--- src/rtl/shift_sequencer32_pkg.sv ---
// Shared types and constants for the multi-cycle shift sequencer.
package shift_pkg;

    localparam int DATA_W  = 32;
    localparam int SHAMT_W = 5;

    localparam logic SHDIR_RIGHT = 1'b0;
    localparam logic SHDIR_LEFT  = 1'b1;

    typedef enum logic [1:0] {
        IDLE = 2'd0,
        RUN  = 2'd1,
        DONE = 2'd2
    } state_t;

endpackage

--- src/rtl/shift_sequencer32_if.sv ---
// Request/result bundle between the shift sequencer and its requester.
interface shift_sequencer32_if import shift_pkg::*; ();

    logic               start;
    logic [DATA_W-1:0]  in;
    logic [SHAMT_W-1:0] shamt;
    logic               shiftdir;
    logic               shifta;
    logic [DATA_W-1:0]  out;
    logic               busy;
    logic               done;

    modport master (
        output start, in, shamt, shiftdir, shifta,
        input  out, busy, done
    );

    modport slave (
        input  start, in, shamt, shiftdir, shifta,
        output out, busy, done
    );

endinterface

--- src/rtl/shift_sequencer32_shifter32b1.sv ---
// Single-bit shift stage: passes the operand through, or shifts it by one
// position left (zero fill) or right (zero or sign fill).
module shifter32b1 import shift_pkg::*; (
    input  logic [DATA_W-1:0] in,
    input  logic              shiftdir,
    input  logic              shift,
    input  logic              shifta,
    output logic [DATA_W-1:0] out
);

    logic fill;

    assign fill = shifta & in[DATA_W-1];

    genvar gi;
    generate
        for (gi = 0; gi < DATA_W; gi++) begin : g_bit
            logic left_bit;
            logic right_bit;

            if (gi == 0) begin : g_lsb
                assign left_bit = 1'b0;
            end else begin : g_lmid
                assign left_bit = in[gi-1];
            end

            if (gi == DATA_W - 1) begin : g_msb
                assign right_bit = fill;
            end else begin : g_rmid
                assign right_bit = in[gi+1];
            end

            assign out[gi] = !shift ? in[gi]
                           : (shiftdir == SHDIR_LEFT) ? left_bit : right_bit;
        end
    endgenerate

endmodule

--- src/rtl/shift_sequencer32.sv ---
// Sequences a one-bit shift stage once per cycle until the captured shift
// amount is used up, with a start/busy/done handshake.
module shift_sequencer32 import shift_pkg::*; (
    input  logic                clk,
    input  logic                rstn,
    shift_sequencer32_if.slave  bus
);

    state_t             state_reg, state_next;
    logic [SHAMT_W-1:0] cnt_reg, cnt_next;
    logic [DATA_W-1:0]  out_reg, out_next;
    logic               dir_reg, dir_next;
    logic               arith_reg, arith_next;
    logic [DATA_W-1:0]  step_out;

    shifter32b1 u_step (
        .in       (out_reg),
        .shiftdir (dir_reg),
        .shift    (1'b1),
        .shifta   (arith_reg),
        .out      (step_out)
    );

    always_ff @(posedge clk or negedge rstn) begin
        if (!rstn) begin
            state_reg <= IDLE;
            cnt_reg   <= '0;
            out_reg   <= '0;
            dir_reg   <= SHDIR_RIGHT;
            arith_reg <= 1'b0;
        end else begin
            state_reg <= state_next;
            cnt_reg   <= cnt_next;
            out_reg   <= out_next;
            dir_reg   <= dir_next;
            arith_reg <= arith_next;
        end
    end

    // DONE accepts a new start just like IDLE so back-to-back ops need no bubble.
    always_comb begin
        state_next = state_reg;
        cnt_next   = cnt_reg;
        out_next   = out_reg;
        dir_next   = dir_reg;
        arith_next = arith_reg;
        unique case (state_reg)
            IDLE, DONE: begin
                if (bus.start) begin
                    out_next   = bus.in;
                    cnt_next   = bus.shamt;
                    dir_next   = bus.shiftdir;
                    arith_next = bus.shifta;
                    state_next = (bus.shamt == '0) ? DONE : RUN;
                end else begin
                    state_next = IDLE;
                end
            end
            RUN: begin
                out_next = step_out;
                cnt_next = cnt_reg - 5'd1;
                if (cnt_reg == 5'd1) begin
                    state_next = DONE;
                end
            end
            default: begin
                state_next = IDLE;
            end
        endcase
    end

    assign bus.out  = out_reg;
    assign bus.busy = (state_reg == RUN);
    assign bus.done = (state_reg == DONE);

endmodule
--- src/flat_wrapper.sv ---
// flat-port wrapper written by rule: the top's interface ports become plain ports
module shift_sequencer32_flat import shift_pkg::*;
  (clk, rstn, bus_start, bus_in, bus_shamt, bus_shiftdir, bus_shifta, bus_out, bus_busy, bus_done);
  shift_sequencer32_if bus_i ();
  input  logic clk;
  input  logic rstn;
  input wire logic [$bits(bus_i.start)-1:0] bus_start;
  input wire logic [$bits(bus_i.in)-1:0] bus_in;
  input wire logic [$bits(bus_i.shamt)-1:0] bus_shamt;
  input wire logic [$bits(bus_i.shiftdir)-1:0] bus_shiftdir;
  input wire logic [$bits(bus_i.shifta)-1:0] bus_shifta;
  output wire logic [$bits(bus_i.out)-1:0] bus_out;
  output wire logic [$bits(bus_i.busy)-1:0] bus_busy;
  output wire logic [$bits(bus_i.done)-1:0] bus_done;
  assign bus_i.start = bus_start;
  assign bus_i.in = bus_in;
  assign bus_i.shamt = bus_shamt;
  assign bus_i.shiftdir = bus_shiftdir;
  assign bus_i.shifta = bus_shifta;
  assign bus_out = bus_i.out;
  assign bus_busy = bus_i.busy;
  assign bus_done = bus_i.done;
  shift_sequencer32 u_core (.clk(clk), .rstn(rstn), .bus(bus_i));
endmodule
--- config.mk ---
export PLATFORM = sky130hd
export DESIGN_NAME = shift_sequencer32_flat
export DESIGN_NICKNAME = d
export VERILOG_FILES = /design/src/rtl/shift_sequencer32_pkg.sv /design/src/rtl/shift_sequencer32_if.sv /design/src/rtl/shift_sequencer32_shifter32b1.sv /design/src/rtl/shift_sequencer32.sv /design/src/flat_wrapper.sv
export SDC_FILE = /design/constraint.sdc
export NUM_CORES = 1
export LEC_CHECK = 0
export CAP_MARGIN = 15
export CORE_MARGIN = 2
export CORE_UTILIZATION = 48
export DETAILED_ROUTE_END_ITERATION = 10
export PLACE_DENSITY = 0.8
export SETUP_SLACK_MARGIN = 0.5
export SLEW_MARGIN = 25
export SYNTH_ARGS = -nofsm -noshare
export SYNTH_HDL_FRONTEND = slang
export SYNTH_HIERARCHICAL = 1
export SYNTH_SLANG_ARGS = --single-unit
--- constraint.sdc ---
create_clock -name clk -period 1.7 [get_ports clk]
set_clock_uncertainty 0.2 [all_clocks]
set_input_delay 0.34 -clock clk [delete_from_list [all_inputs] [get_ports clk]]
set_output_delay 0.34 -clock clk [all_outputs]
set_load 0.005 [all_outputs]
==> impl_metrics.yaml <==
worst_setup_path:
  path_class: "reg -> reg"
  critPathLaunchType: "register"
  critPathMaxStageDelay_ps: 410
  endpoint_kind: "register"
  worst_path_max_delay_cell: "dfrtp_2"
  critPathArrivalTime_ps: 1710
  crit_chain: "buf_6, buf_6, nor2b_4, buf_6, clkbuf_16, nand2_2, a31oi_1"
  cp.required_ps: 1710
  worstPathMaxFanout: 6
  critPathMostFrequentCell: "buf_6"
logic_synthesis:
  netlist_area_um2: 2699
  async_reset_ff_share_pct: 100.0
  synth.most_common_cell: "nand2_1"
  synth_top_area_cell: "dfrtp_1"
  yosysWarnings: 6
  synth_ff_type: "dfrtp_1"
  synth-edff-count: 0
  yosys-top-cells-area: "dfrtp_1 38%, mux2i_1 11%, nand2_1 9.9%, nor2_1 9.2%, a31oi_1 7.4%"
  synth_seq_cells: 41
  synthCells: 332
  syn_nets: 376
  yosys-top-cells-count: "71 x nand2_1, 66 x nor2_1, 41 x dfrtp_1"
  synth_cell_types: 31
  synth_top_area_share_pct: 38.02
  yosysSeqAreaShare_pct: 38.02
  avgSynthCellArea_um2: 8.129
cells_and_area:
  fin_area_um2: 4385
  syn_to_final_growth_pct: 62.49
  largest_register_ffs: 32
  num_antenna_cells: 0
  final_util_pct: 80.13
  nFillCells: 348
  layout.nets: 499
  drive_gt1_share_pct: 36.62
drt:
  drt_iter0_markers: 364
  highest_layer: "met4"
  firstDrtPassIters: 5
  drcViolationCount: 0
  wl_per_cell_um: 18.34
  wl_met2_um: 4963
  route.met3.wl_um: 751
  wl_met1_um: 3771
  routed_wl_um: 9686
  num_vias: 3072
  postRouteAntennaNets: 0
  via_per_inst: 5.818
run:
  maxCapViolations: 0
clock_tree:
  cts.clk_slew.worst_paths_ps: 80
  cts_sinks: 41
  cts_tree: "built"
  numCtsBuffers: 5
  insertion_delay_ps: 300
  h-tree-depth: 2
  cts_buffer_depth: 2
  clock-root-buffer: "clkbuf_8"
grt:
  grt_overflow: 0
  grtUsageTotal_pct: 27.09
  grt_pass1_vias: 2768
  grt_pass1_wl_um: 13310
  grt_max_degree: 65
  antenna_found_initial: 0
place:
  io_buffers: 75
  dpl_cell_area_um2: 3503
  gp_routability_congestion: 0.7690
  hpwl_um: 4457
outcome:
  violations: "setup timing"
  outcome: "finished, violations left"
pwr:
  leakage_nw: 2.077
  peakVddDrop_mv: 1.375
  cellPowerDensity_nw_per_um2: 1782
floorplan:
  die_x_um: 78.99
  die_h_um: 78.99
  die_area_um2: 6239
  core-area_um2: 5473
  initial_core_util_pct: 49.31
  num_rows: 27
  io_pins: 76
sta:
  fin_ws_ps: -5.213
  finalHoldViolCount: 0
  min_period_ps: 1705
  setup_viol: 2
  min_period_over_period_pct: 100.3
  drv_slew: 0
  rsz0062_at_grt: "yes"
  tns_ps: -7.294
  worst_hold_slack_ps: 158.3
  fmax_mhz: 586.4
hold_path:
  holdCritPathClass: "in -> reg"
worst paths after layout:
| path | start | endpoint | slack [ps] | depth (start not counted) |
|---|---|---|---|---|
| hold / removal | bus_shamt[1] | u_core/cnt_reg[1]$_DFFE_PN0P_ | 160 | 2 |
| min in group asynchronous | rstn | u_core/bus.out[30]$_DFFE_PN0P_ | 340 | 3 |
| setup / recovery | u_core/state_reg[0]$_DFFE_PN0P_ | u_core/bus.out[5]$_DFFE_PN0P_ | -5 | 7 |
| max in group asynchronous | rstn | u_core/dir_reg$_DFFE_PN0P_ | 740 | 3 |
| hold reg to reg | u_core/arith_reg$_DFFE_PN0P_ | u_core/arith_reg$_DFFE_PN0P_ | 330 | 2 |
| setup reg to reg | u_core/state_reg[0]$_DFFE_PN0P_ | u_core/bus.out[5]$_DFFE_PN0P_ | -5 | 7 |
layout by cell type, fill, tap and decap left out, types with 2 or more instances in the layout:
cell type / netlist / final
a21oi_1: 30 / 30
a221o_1: 3 / 3
a31oi_1: 32 / 26
a31oi_4: 0 / 5
buf_12: 3 / 7
buf_16: 0 / 5
buf_2: 10 / 34
buf_4: 3 / 45
buf_6: 10 / 9
bufinv_16: 0 / 2
clkbuf_16: 0 / 3
clkbuf_8: 0 / 5
clkdlybuf4s50_1: 0 / 36
dfrtp_1: 41 / 39
dfrtp_2: 0 / 2
dlymetal6s2s_1: 0 / 3
inv_1: 4 / 4
mux2i_1: 31 / 31
nand2_1: 71 / 39
nand2_2: 0 / 15
nand2_4: 0 / 17
nand2b_4: 0 / 2
nand3b_1: 2 / 2
nor2_1: 66 / 62
nor2_4: 1 / 4
nor3_1: 4 / 2
power breakdown:
group,internal [mW],total (mW),switching (mW)
clock network,0.584,0.947,0.363
logic,2.56,5.15,2.60
registers,1.41,1.71,0.298
total,4.55,7.81,3.26
logic make-up (layout without fill, tap and decap cells):
family,after synthesis,after routing,synth area share [%]
other cells,1,1,0.1389
buf+inv,33,157,10.15
fa+ha+maj,2,2,0.9271
mux,31,31,11.50
compound gates,73,73,16.69
simple gates,151,151,22.58
flops,41,41,38.02
cell type report:
class,count,area [um^2],share of cell area (%)
repair buffers,144,1379,31.44
well taps,72,90.09,2.054
flip-flops and latches,41,1028,23.45
multi-input cells,258,1733,39.51
clock buffers,5,68.82,1.569
clock inverters,3,65.06,1.484
inverters,5,21.27,0.4850
per-layer routing:
metal  global-route usage (%)  up-vias
li1                         -     1389
met1                    35.54     1494
met3                    4.205       29
met4                    5.862        0
met5                        0        -
met2                    47.37      160
stage by stage:
stage                     power, mW  setup slack [ps]  cells
after floorplan               4.148             334.4    332
after global placement        5.148            -119.2    467
after detailed placement      5.262            -171.2    467
after CTS                     6.935             45.67    523
after global routing          8.212            -45.22    528
final                         7.814            -5.213    528
timing repair:
item                       in CTS  in global routing
hold buffers                    1                  0
gates cloned                    4                  3
buffers inserted               43                  2
pin swaps                      12                 58
hold endpoints to repair       41                  0
gates resized for setup       157                 77
setup endpoints to repair      75                 75
worst max-delay path, delay by kind of cell (launching register included):
| family | cells | cell delay (ps) |
|---|---|---|
| DFF | 1 | 410 |
| and+or+nand+nor | 2 | 250 |
| buffers and inverters | 4 | 570 |
| AOI/OAI and AO/OA | 1 | 180 |
(Power assumes the default switching activity.)
